File: src/rtl/hbird_reset_pkg.sv
// Shared types and constants for the Hummingbird reset-request front end.
package hbird_reset_pkg;

  typedef enum logic [1:0] {
    ASSERT    = 2'd0,
    WAIT_LOCK = 2'd1,
    HOLD      = 2'd2,
    RUN       = 2'd3
  } state_e;

  localparam int CAUSE_POR  = 0;
  localparam int CAUSE_LOCK = 1;
  localparam int CAUSE_BTN  = 2;
  localparam int CAUSE_SW   = 3;
  localparam int CAUSE_W    = 4;

  localparam logic [CAUSE_W-1:0] CAUSE_RESET = 4'b0001;

  function automatic int max_int(input int a, input int b);
    return (a > b) ? a : b;
  endfunction

endpackage

File: src/rtl/hbird_reset_debounce.sv
// Multi-flop synchroniser with an optional debounce filter; DEBOUNCE_BITS=0
// gives a plain synchroniser.
module hbird_reset_debounce #(
  parameter int   SYNC_STAGES   = 2,
  parameter int   DEBOUNCE_BITS = 16,
  parameter logic RESET_VALUE   = 1'b0
) (
  input  logic clock,
  input  logic reset_n,
  input  logic din,
  output logic dout
);

  logic [SYNC_STAGES-1:0] sync_q;
  logic                   synced;

  always_ff @(posedge clock or negedge reset_n) begin
    if (!reset_n) begin
      sync_q <= {SYNC_STAGES{RESET_VALUE}};
    end else begin
      sync_q[0] <= din;
      for (int i = 1; i < SYNC_STAGES; i++) begin
        sync_q[i] <= sync_q[i-1];
      end
    end
  end

  assign synced = sync_q[SYNC_STAGES-1];

  generate
    if (DEBOUNCE_BITS == 0) begin : g_bypass
      assign dout = synced;
    end else begin : g_filter
      localparam logic [DEBOUNCE_BITS-1:0] CNT_ONE = DEBOUNCE_BITS'(1);

      logic [DEBOUNCE_BITS-1:0] cnt_q;
      logic                     db_q;

      // The output flips only after the input has differed for a full
      // 2^DEBOUNCE_BITS consecutive cycles; any agreement restarts the count.
      always_ff @(posedge clock or negedge reset_n) begin
        if (!reset_n) begin
          cnt_q <= '0;
          db_q  <= RESET_VALUE;
        end else if (synced == db_q) begin
          cnt_q <= '0;
        end else if (&cnt_q) begin
          cnt_q <= '0;
          db_q  <= synced;
        end else begin
          cnt_q <= cnt_q + CNT_ONE;
        end
      end

      assign dout = db_q;
    end
  endgenerate

endmodule

File: src/rtl/hbird_reset_ctrl.sv
// Merges POR, push-button, MMCM lock loss and software reset requests into a
// glitch-free registered areset, drives the MMCM reset and records the cause.
module hbird_reset_ctrl
  import hbird_reset_pkg::*;
#(
  parameter int SYNC_STAGES       = 2,
  parameter int DEBOUNCE_BITS     = 16,
  parameter int MIN_ASSERT_CYCLES = 16,
  parameter int LOCK_HOLD_CYCLES  = 1024
) (
  input  logic       clock,
  input  logic       reset_n,
  input  logic       btn_n,
  input  logic       pll_locked,
  input  logic       sw_rst_req,
  output logic       mmcm_reset,
  output logic       areset,
  output logic [3:0] cause,
  output logic [1:0] fsm_state
);

  localparam int CNT_MAX = max_int(MIN_ASSERT_CYCLES, LOCK_HOLD_CYCLES);
  localparam int CNT_W   = $clog2(CNT_MAX + 1);

  localparam logic [CNT_W-1:0] ASSERT_LAST = CNT_W'(MIN_ASSERT_CYCLES - 1);
  localparam logic [CNT_W-1:0] HOLD_LAST   = CNT_W'(LOCK_HOLD_CYCLES - 1);
  localparam logic [CNT_W-1:0] CNT_ONE     = CNT_W'(1);

  logic btn_db;
  logic locked_s;
  logic sw_s;
  logic evt;

  state_e             state_q, state_d;
  logic [CNT_W-1:0]   cnt_q, cnt_d;
  logic [CAUSE_W-1:0] cause_q, cause_d;
  logic [CAUSE_W-1:0] evt_cause;
  logic               areset_q;
  logic               mmcm_reset_q;

  hbird_reset_debounce #(
    .SYNC_STAGES  (SYNC_STAGES),
    .DEBOUNCE_BITS(DEBOUNCE_BITS),
    .RESET_VALUE  (1'b1)
  ) u_btn (
    .clock  (clock),
    .reset_n(reset_n),
    .din    (btn_n),
    .dout   (btn_db)
  );

  hbird_reset_debounce #(
    .SYNC_STAGES  (SYNC_STAGES),
    .DEBOUNCE_BITS(0),
    .RESET_VALUE  (1'b0)
  ) u_lock (
    .clock  (clock),
    .reset_n(reset_n),
    .din    (pll_locked),
    .dout   (locked_s)
  );

  hbird_reset_debounce #(
    .SYNC_STAGES  (SYNC_STAGES),
    .DEBOUNCE_BITS(0),
    .RESET_VALUE  (1'b0)
  ) u_sw (
    .clock  (clock),
    .reset_n(reset_n),
    .din    (sw_rst_req),
    .dout   (sw_s)
  );

  // btn_db is the debounced active-low level, so a press reads as 0.
  assign evt = !btn_db || sw_s || !locked_s;

  always_comb begin
    evt_cause            = '0;
    evt_cause[CAUSE_SW]  = sw_s;
    evt_cause[CAUSE_BTN] = !btn_db;
    evt_cause[CAUSE_LOCK] = !locked_s;
  end

  always_comb begin
    state_d = state_q;
    cnt_d   = cnt_q + CNT_ONE;
    cause_d = cause_q;
    case (state_q)
      ASSERT: begin
        if (cnt_q == ASSERT_LAST) begin
          state_d = WAIT_LOCK;
          cnt_d   = '0;
        end
      end
      WAIT_LOCK: begin
        cnt_d = '0;
        if (!evt) begin
          state_d = HOLD;
        end
      end
      HOLD: begin
        if (evt) begin
          state_d = ASSERT;
          cnt_d   = '0;
          cause_d = evt_cause;
        end else if (cnt_q == HOLD_LAST) begin
          state_d = RUN;
          cnt_d   = '0;
        end
      end
      RUN: begin
        cnt_d = '0;
        if (evt) begin
          state_d = ASSERT;
          cause_d = evt_cause;
        end
      end
      default: begin
        state_d = ASSERT;
        cnt_d   = '0;
      end
    endcase
  end

  // Outputs are registered from the next state so they change only on edges.
  always_ff @(posedge clock or negedge reset_n) begin
    if (!reset_n) begin
      state_q      <= ASSERT;
      cnt_q        <= '0;
      cause_q      <= CAUSE_RESET;
      areset_q     <= 1'b1;
      mmcm_reset_q <= 1'b1;
    end else begin
      state_q      <= state_d;
      cnt_q        <= cnt_d;
      cause_q      <= cause_d;
      areset_q     <= (state_d != RUN);
      mmcm_reset_q <= (state_d == ASSERT);
    end
  end

  assign areset     = areset_q;
  assign mmcm_reset = mmcm_reset_q;
  assign cause      = cause_q;
  assign fsm_state  = state_q;

endmodule

File: config.mk
export PLATFORM = sky130hd
export DESIGN_NAME = hbird_reset_ctrl
export DESIGN_NICKNAME = d
export VERILOG_FILES = /design/src/rtl/hbird_reset_pkg.sv /design/src/rtl/hbird_reset_debounce.sv /design/src/rtl/hbird_reset_ctrl.sv
export SDC_FILE = /design/constraint.sdc
export NUM_CORES = 1
export LEC_CHECK = 0
export CORE_UTILIZATION = 61
export CTS_CLUSTER_SIZE = 8
export DETAILED_ROUTE_END_ITERATION = 16
export PLACE_DENSITY = 0.82
export SYNTH_ARGS = -nofsm -noshare
export SYNTH_HDL_FRONTEND = slang
export SYNTH_SLANG_ARGS = --single-unit
File: constraint.sdc
create_clock -name clock -period 3.3 [get_ports clock]
set_clock_uncertainty 0.15 [all_clocks]
set_input_delay 0.33 -clock clock [delete_from_list [all_inputs] [get_ports clock]]
set_output_delay 0.33 -clock clock [all_outputs]
set_load 0.1 [all_outputs]
==> flow_summary.html, run 1 <==
<table>
<tr><th>Metric</th><th>Value</th></tr>
<tr><th colspan="2">Timing</th></tr>
<tr><td>Post-route setup TNS</td><td>0 ns</td></tr>
<tr><td>Count of final setup violators</td><td>0</td></tr>
<tr><td>Transition time of the tightest slew-check pin</td><td>just under 1 ns</td></tr>
<tr><td>Relative slew slack</td><td>35.0%</td></tr>
<tr><td>Portion of the clock cycle consumed by the worst path in the final layout</td><td>around three quarters</td></tr>
<tr><td>Count of endpoints failing hold in the final timing report</td><td>0</td></tr>
<tr><td>Setup repair after global routing missed its margin</td><td>no</td></tr>
<tr><td>Max Slew Vio Count</td><td>0</td></tr>
<tr><td>Min Tclk post-route</td><td>between 2 and 2.5 ns</td></tr>
<tr><td>Upper clock frequency limit</td><td>a little over 400 MHz</td></tr>
<tr><th colspan="2">Worst setup path</th></tr>
<tr><td>CP max FO</td><td>7</td></tr>
<tr><td>Crit Path Class</td><td>flip-flop to output pin</td></tr>
<tr><td>Number of buffers and inverters on the critical path</td><td>1</td></tr>
<tr><td>Max incr delay on CP</td><td>~1.2 ns</td></tr>
<tr><td>Worst setup EP type</td><td>output pin</td></tr>
<tr><td>Kind of start point of the critical path</td><td>flip-flop</td></tr>
<tr><td>Family with the most delay on the worst path</td><td>buffers and inverters</td></tr>
<tr><td>Required time of the worst setup path</td><td>2.82 ns</td></tr>
<tr><td>Sequence of cells on the critical path</td><td>clkdlybuf4s50_1</td></tr>
<tr><td>Crit path max-delay cell type</td><td>clkdlybuf4s50_1</td></tr>
<tr><td>Endpoint arrival time on the critical path</td><td>1.99 ns</td></tr>
<tr><td>FF-to-FF setup slack</td><td>about 1.2 ns</td></tr>
<tr><th colspan="2">Synth</th></tr>
<tr><td>Synth cell types</td><td>31</td></tr>
<tr><td>Post-synth EDFFs</td><td>0</td></tr>
<tr><td>Most used standard cells in the synthesized netlist</td><td>36 x dfrtp_1, 23 x nor2_1, 15 x nand2_1</td></tr>
<tr><td>Synth Instances</td><td>172</td></tr>
<tr><td>Share of the yosys chip area belonging to registers</td><td>57.9%</td></tr>
<tr><td>Number of nets in the synthesized netlist</td><td>179</td></tr>
<tr><td>Synth area leader</td><td>dfrtp_1</td></tr>
<tr><td>Combined area of all synthesized cells</td><td>between 1500 and 2000 um^2</td></tr>
<tr><td>Top flip-flop cell by instance count after synthesis</td><td>dfrtp_1</td></tr>
<tr><td>Fraction of synthesized cell area taken by the top area cell type</td><td>between 40% and 50%</td></tr>
<tr><td>Most frequently used cell type in the post-synthesis netlist</td><td>dfrtp_1</td></tr>
<tr><td>Ys Warns</td><td>0</td></tr>
<tr><td>Seq cells post-synth</td><td>42</td></tr>
<tr><td>Leading cell types by total area after synthesis</td><td>dfrtp_1 49%, dfstp_2 8.6%, xnor2_1 6.7%</td></tr>
<tr><td>Proportion of synthesized flip-flops having asynchronous set or reset</td><td>between 90% and 100%</td></tr>
<tr><td>Syn avg cell area</td><td>about 11 um^2</td></tr>
<tr><th colspan="2">Status</th></tr>
<tr><td>Outcome</td><td>finished with violations</td></tr>
<tr><td>Violated checks</td><td>DRC</td></tr>
<tr><th colspan="2">Route</th></tr>
<tr><td>Post-route ant nets</td><td>0</td></tr>
<tr><td>DRT iter0 DRCs</td><td>52</td></tr>
<tr><td>Wirelength, routed</td><td>3010 um</td></tr>
<tr><td>DR DRC count</td><td>2</td></tr>
<tr><td>Post-detailed-route via-to-cell ratio</td><td>slightly below 6</td></tr>
<tr><td>Detailed-router iteration count before antenna repair</td><td>10</td></tr>
<tr><td>Avg WL per Cell</td><td>13.5 um</td></tr>
<tr><td>Vias after detailed routing</td><td>1289</td></tr>
<tr><th colspan="2">Floorplanning</th></tr>
<tr><td>Die area</td><td>around 3200 um^2</td></tr>
<tr><td>Effective utilization at floorplan</td><td>about two thirds</td></tr>
<tr><td>Top-Level Pins</td><td>13</td></tr>
<tr><td>Site Rows</td><td>19</td></tr>
<tr><td>Die outline height</td><td>approximately 57 um</td></tr>
<tr><td>Die width</td><td>56.8 um</td></tr>
<tr><td>Core Footprint</td><td>around 2800 um^2</td></tr>
<tr><th colspan="2">CTS</th></tr>
<tr><td>Clk Latency, worst-skew pair</td><td>approximately 0.35 ns</td></tr>
<tr><td>TritonCTS clock tree</td><td>built</td></tr>
<tr><td>Number of setup buffers added after CTS</td><td>0</td></tr>
<tr><td>Quantity of hold-fixing buffers added after cts</td><td>1</td></tr>
<tr><td>Clock root buffer master</td><td>clkbuf_4</td></tr>
<tr><td>Clock buffer depth</td><td>2</td></tr>
<tr><td>Clock-pin slew reported for the worst setup and hold paths after clock tree synthesis</td><td>roughly 0.11 ns</td></tr>
<tr><td>Clock buffers created by TritonCTS</td><td>5</td></tr>
<tr><td>Clock H-tree levels</td><td>2</td></tr>
<tr><td>Number of gates resized after CTS</td><td>0</td></tr>
<tr><td>Sinks on the clock net</td><td>42</td></tr>
<tr><th colspan="2">Cells and area</th></tr>
<tr><td>Antenna cell count</td><td>0</td></tr>
<tr><td>Number of cells in the finished layout apart from fillers</td><td>around 220</td></tr>
<tr><td>Number of nets in the layout</td><td>~200</td></tr>
<tr><td>Post-synthesis to final-layout area growth</td><td>10.9%</td></tr>
<tr><td>Fraction of final layout cells sized beyond drive strength 1</td><td>between 10 and 15%</td></tr>
<tr><td>Final cell utilization of the core</td><td>72.3%</td></tr>
<tr><td>Post-route cell area</td><td>a little over 2000 um^2</td></tr>
<tr><th colspan="2">Flow run</th></tr>
<tr><td>Count of max-cap constraint violations</td><td>0</td></tr>
<tr><th colspan="2">Place</th></tr>
<tr><td>HPWL Detailed</td><td>roughly 2100 um</td></tr>
<tr><td>Post-detailed-placement cell area</td><td>between 1500 and 2000 um^2</td></tr>
<tr><td>Routability congestion estimate from global placement</td><td>0.799</td></tr>
<tr><td>Placed Instances</td><td>214</td></tr>
<tr><td>I/O Buffers</td><td>12</td></tr>
<tr><th colspan="2">Global route</th></tr>
<tr><td>Total global routing overflow</td><td>0</td></tr>
<tr><td>Maximum number of pins on one net before global-route repair</td><td>43</td></tr>
<tr><td>GRT Resource Usage Total</td><td>~22%</td></tr>
<tr><td>Number of antenna violations at the first check in global routing</td><td>0</td></tr>
<tr><td>Vias in the first global route</td><td>1283</td></tr>
<tr><td>Global-route wire length before repair</td><td>between 5000 and 6000 um</td></tr>
<tr><th colspan="2">Power</th></tr>
<tr><td>Worst vdd rail ir drop</td><td>between 0.0002 and 0.00025 V</td></tr>
<tr><td>Leakage power summed over all cells</td><td>between 0.8 and 0.9 nW</td></tr>
<tr><td>Power per cell area</td><td>388 nW/um^2</td></tr>
<tr><th colspan="2">Worst hold path</th></tr>
<tr><td>Min-delay worst type</td><td>flip-flop to flip-flop</td></tr>
</table>
[cell families (layout without fill, tap and decap cells)]
kind of cell,Yosys count,after routing,share of synthesized area [%]
buffers and inverters,7,27,1.50
xor gates and xnor gates,20,20,9.58
and+or+nand+nor,85,85,23.9
DFF,42,42,57.9
muxes,1,1,0.616
AOI/OAI and AO/OA,15,15,5.20
adders and majority gates,2,2,1.37
[sequential cells by signal (all words and copies together), names as in the netlist]
signal / count
u_sw.sync_q: 2
u_btn.sync_q: 2
mmcm_reset: 1
cnt_q: 11
u_btn.g_filter.cnt_q: 16
u_btn.dout: 1
u_lock.sync_q: 2
fsm_state: 2
cause: 4
areset: 1
[per-stage QoR]
| stage | worst slack [ns] | power [W] | hold WS [ns] |
|---|---|---|---|
| 5_1_grt | 0.746 | 0.000822 | 0.222 |
| 2_1_floorplan | 1.21 | 0.000544 | -0.116 |
| 3_3_place_gp | 1.26 | 0.000559 | 0.198 |
| 6_report | 0.827 | 0.000787 | 0.215 |
| 3_5_place_dp | 1.21 | 0.000561 | 0.202 |
| 4_1_cts | 0.819 | 0.000795 | 0.217 |
[power breakdown]
part | internal (W) | switching (W)
clock | 0.0000850 | 0.000151
sequential | 0.000522 | 0.00000551
combinational | 0.00000829 | 0.0000151
total | 0.000616 | 0.000172
[layout make-up]
cell class                      count  area [um^2]
Sequential cell                    42         1060
Fill cell                         205          776
Clock buffer                        8         48.8
Timing Repair Buffer               13          118
Inverter                            6         22.5
Multi-Input combinational cell    123          743
Tap cell                           31         38.8
[worst paths after layout]
check	startpoint	end	cells past startpoint
max	fsm_state[0]	fsm_state[0]	1
min	u_btn.sync_q[0]	u_btn.sync_q[1]	0
max reg2reg	cnt_q[0]	cnt_q[7]	5
min reg2reg	u_btn.sync_q[0]	u_btn.sync_q[1]	0
max in group asynchronous	reset_n	cnt_q[1]	2
min in group asynchronous	reset_n	u_btn.g_filter.cnt_q[5]	2
[cell usage in the layout (no fill, tap or decap), types with 2 or more instances in the layout]
cell type,netlist,final
nor2b_1,2,2
a31o_2,2,2
and2_1,4,4
buf_4,0,3
nor4_1,4,4
clkdlybuf4s50_1,0,8
xnor2_1,14,14
and3_1,4,4
nand3_1,11,11
dfstp_2,6,6
clkbuf_1,0,3
nand3b_1,2,2
ha_1,2,2
nor3_1,5,5
nand4_1,6,6
a21oi_1,4,4
nand2_1,15,15
o21ai_0,5,5
inv_1,6,6
clkbuf_4,0,5
xor2_1,6,6
nor2_1,23,23
dfrtp_1,36,36
or3_1,4,4
[layer usage]
metal | vias to the layer above | GRT usage, % | share of wire (%)
li1 | 630 | - | -
met1 | 622 | 28.2 | 47
met2 | 27 | 35.0 | 46
met3 | 10 | 6.22 | 3.8
met4 | 0 | 12.9 | 3.0
met5 | - | 0 | 0
Note: power is estimated with default switching activity, not from simulation.
==> inputs of run 2 (changes only) <==
CORE_UTILIZATION = 57   (was 61)
PLACE_DENSITY = 0.78   (was 0.82)
clock period = 2.5 ns   (was 3.3 ns; I/O delays follow)
==> flow_summary.html, run 2 (synthesis results as in run 1) <==
<table>
<tr><th>Metric</th><th>Value</th></tr>
<tr><th colspan="2">Status</th></tr>
<tr><td>Outcome</td><td>finished, final reports clean</td></tr>
<tr><th colspan="2">Global route</th></tr>
<tr><td>Met2 track utilization from global routing</td><td>a little over a third</td></tr>
<tr><td>Met3 track demand over resource in global routing</td><td>under 10%</td></tr>
<tr><td>Met1 track demand over resource in global routing</td><td>between 20 and 30%</td></tr>
<tr><td>Global-route wire length before repair</td><td>~5800 um</td></tr>
<tr><td>GRT Resource Usage Total</td><td>~23%</td></tr>
<tr><td>Total global routing overflow</td><td>0</td></tr>
<tr><td>Number of antenna violations at the first check in global routing</td><td>0</td></tr>
<tr><td>Most heavily used metal layer in global routing</td><td>met2</td></tr>
<tr><td>Vias in the first global route</td><td>1289</td></tr>
<tr><td>Maximum number of pins on one net before global-route repair</td><td>43</td></tr>
<tr><th colspan="2">Floorplanning</th></tr>
<tr><td>Die width</td><td>roughly 59 um</td></tr>
<tr><td>Top-Level Pins</td><td>13</td></tr>
<tr><td>Core Footprint</td><td>slightly above 3000 um^2</td></tr>
<tr><td>Site Rows</td><td>20</td></tr>
<tr><td>Effective utilization at floorplan</td><td>~60%</td></tr>
<tr><td>Die outline height</td><td>a little under 60 um</td></tr>
<tr><td>Die area</td><td>between 3000 and 4000 um^2</td></tr>
<tr><th colspan="2">Route</th></tr>
<tr><td>DR DRC count</td><td>0</td></tr>
<tr><td>Wirelength, routed</td><td>between 3000 and 4000 um</td></tr>
<tr><td>Vias after detailed routing</td><td>between 1000 and 1500</td></tr>
<tr><td>Avg WL per Cell</td><td>~13 um</td></tr>
<tr><td>Post-route ant nets</td><td>0</td></tr>
<tr><td>Post-detailed-route via-to-cell ratio</td><td>between 5 and 6</td></tr>
<tr><td>DRT iter0 DRCs</td><td>between 40 and 50</td></tr>
<tr><td>Detailed-router iteration count before antenna repair</td><td>4</td></tr>
<tr><th colspan="2">Worst hold path</th></tr>
<tr><td>Min-delay worst type</td><td>input port to flip-flop</td></tr>
<tr><td>Hold Path Depth</td><td>1</td></tr>
<tr><td>End point of the most critical hold path</td><td>u_btn.sync_q[0]</td></tr>
<tr><td>Worst hold path startpoint</td><td>btn_n</td></tr>
<tr><th colspan="2">CTS</th></tr>
<tr><td>Clk Latency, worst-skew pair</td><td>0.35 ns</td></tr>
<tr><td>Sinks on the clock net</td><td>42</td></tr>
<tr><td>Clock buffers created by TritonCTS</td><td>5</td></tr>
<tr><td>Clock buffer depth</td><td>2</td></tr>
<tr><td>Clock root buffer master</td><td>clkbuf_4</td></tr>
<tr><td>Clock-pin slew reported for the worst setup and hold paths after clock tree synthesis</td><td>0.11 ns</td></tr>
<tr><td>Clock H-tree levels</td><td>2</td></tr>
<tr><td>Number of gates resized after CTS</td><td>0</td></tr>
<tr><td>TritonCTS clock tree</td><td>built</td></tr>
<tr><th colspan="2">Power</th></tr>
<tr><td>Leakage power summed over all cells</td><td>0.844 nW</td></tr>
<tr><td>Worst vdd rail ir drop</td><td>about 0.00028 V</td></tr>
<tr><td>Power per cell area</td><td>slightly above 500 nW/um^2</td></tr>
<tr><th colspan="2">Cells and area</th></tr>
<tr><td>Biggest register</td><td>u_btn.g_filter.cnt_q</td></tr>
<tr><td>Most frequent standard cell in the layout excluding fill and tap cells</td><td>dfrtp_1</td></tr>
<tr><td>Number of cells in the finished layout apart from fillers</td><td>236</td></tr>
<tr><td>Largest register FFs</td><td>16</td></tr>
<tr><td>Post-route cell area</td><td>between 2000 and 2500 um^2</td></tr>
<tr><td>Antenna cell count</td><td>0</td></tr>
<tr><td>Post-synthesis to final-layout area growth</td><td>11.1%</td></tr>
<tr><td>Most frequent cells in the layout</td><td>36 x dfrtp_1, 23 x nor2_1, 15 x nand2_1, 14 x xnor2_1, 11 x nand3_1</td></tr>
<tr><td>Final cell utilization of the core</td><td>roughly two thirds</td></tr>
<tr><td>Number of nets in the layout</td><td>198</td></tr>
<tr><td>Fraction of final layout cells sized beyond drive strength 1</td><td>13.5%</td></tr>
<tr><th colspan="2">Worst setup path</th></tr>
<tr><td>FF-to-FF setup slack</td><td>0.44 ns</td></tr>
<tr><td>Worst setup EP type</td><td>flip-flop</td></tr>
<tr><td>Crit Path Class</td><td>flip-flop to flip-flop</td></tr>
<tr><td>CP max FO</td><td>13</td></tr>
<tr><td>Reg2Reg Launch Point</td><td>u_btn.g_filter.cnt_q[0]</td></tr>
<tr><td>Reg-to-reg critical path endpoint</td><td>u_btn.g_filter.cnt_q[8]</td></tr>
<tr><td>Kind of start point of the critical path</td><td>flip-flop</td></tr>
<tr><td>Required time of the worst setup path</td><td>roughly 2.6 ns</td></tr>
<tr><td>Depth of the worst register-to-register path</td><td>5</td></tr>
<tr><td>Endpoint arrival time on the critical path</td><td>2.14 ns</td></tr>
<tr><th colspan="2">Place</th></tr>
<tr><td>Routability congestion estimate from global placement</td><td>roughly 0.81</td></tr>
<tr><td>I/O Buffers</td><td>12</td></tr>
<tr><td>HPWL Detailed</td><td>approximately 2200 um</td></tr>
<tr><td>Placed Instances</td><td>~230</td></tr>
<tr><td>Post-detailed-placement cell area</td><td>1970 um^2</td></tr>
<tr><td>Worst slack after detailed placement</td><td>between 0.4 and 0.5 ns</td></tr>
<tr><th colspan="2">Flow run</th></tr>
<tr><td>Count of max-cap constraint violations</td><td>0</td></tr>
<tr><th colspan="2">Timing</th></tr>
<tr><td>Count of endpoints failing hold in the final timing report</td><td>0</td></tr>
<tr><td>Portion of the clock cycle consumed by the worst path in the final layout</td><td>slightly above 80%</td></tr>
<tr><td>Post-route setup TNS</td><td>0 ns</td></tr>
<tr><td>Post-route worst setup slack</td><td>0.442 ns</td></tr>
<tr><td>Relative slew slack</td><td>42.5%</td></tr>
<tr><td>Min Tclk post-route</td><td>slightly above 2 ns</td></tr>
<tr><td>Upper clock frequency limit</td><td>just under 500 MHz</td></tr>
<tr><td>Setup repair after global routing missed its margin</td><td>no</td></tr>
<tr><td>Transition time of the tightest slew-check pin</td><td>0.862 ns</td></tr>
<tr><td>Count of final setup violators</td><td>0</td></tr>
<tr><td>Max Slew Vio Count</td><td>0</td></tr>
</table>
## run 2: cell types whose count changed in the layout (fill, tap and decap cells not counted)
cell and delta:
buf_4 +5, clkdlybuf4s50_1 -5
## run 2: power breakdown
group          total (W)  leakage (nW)  internal, W  switching, W
clock network   0.000312        0.0265     0.000112      0.000200
logic          0.0000311         0.269    0.0000109     0.0000203
registers       0.000696         0.549     0.000690    0.00000629
total            0.00104         0.844     0.000813      0.000226
## run 2: through the flow
step | hold WS [ns] | total power [W]
after floorplan | -0.196 | 0.000719
after global placement | 0.187 | 0.000738
after detailed placement | 0.186 | 0.000740
after CTS | 0.142 | 0.00105
after global routing | 0.148 | 0.00109
final | 0.144 | 0.00104
## run 2: worst max-delay path by stage
stage	to	slack (ns)	from
floorplan	cnt_q[1]	0.41	fsm_state[1]
global placement	u_btn.g_filter.cnt_q[3]	0.52	u_btn.g_filter.cnt_q[0]
detailed placement	cnt_q[6]	0.48	cnt_q[0]
CTS	u_btn.g_filter.cnt_q[8]	0.46	u_btn.g_filter.cnt_q[0]
global route	u_btn.g_filter.cnt_q[8]	0.23	u_btn.g_filter.cnt_q[0]
finish	u_btn.g_filter.cnt_q[8]	0.44	u_btn.g_filter.cnt_q[0]
## run 2: final cells by class
cell class / instances / area, um^2
Sequential cell: 42 / 1060
Fill cell: 269 / 1020
Multi-Input combinational cell: 123 / 743
Timing Repair Buffer: 13 / 105
Tap cell: 44 / 55.1
Clock buffer: 8 / 48.8
Inverter: 6 / 22.5
## run 2: repair_timing
action,in CTS,in global routing
setup buffers,0,0
endpoints found under the hold margin,36,0
hold buffers,1,0
## run 2: critical path: stages, from the launching register on
cell and delay, ns:
dfrtp_1 0.41, ha_1 0.22, nand4_1 0.23, nor3_1 0.44, a31o_2 0.39, nor2_1 0.10
## run 2: metal layers
metal | routed length, um | up-vias
li1 | - | 630
met1 | 1480 | 629
met2 | 1500 | 22
met3 | 120 | 6
met4 | 62 | 0
met5 | 0 | -
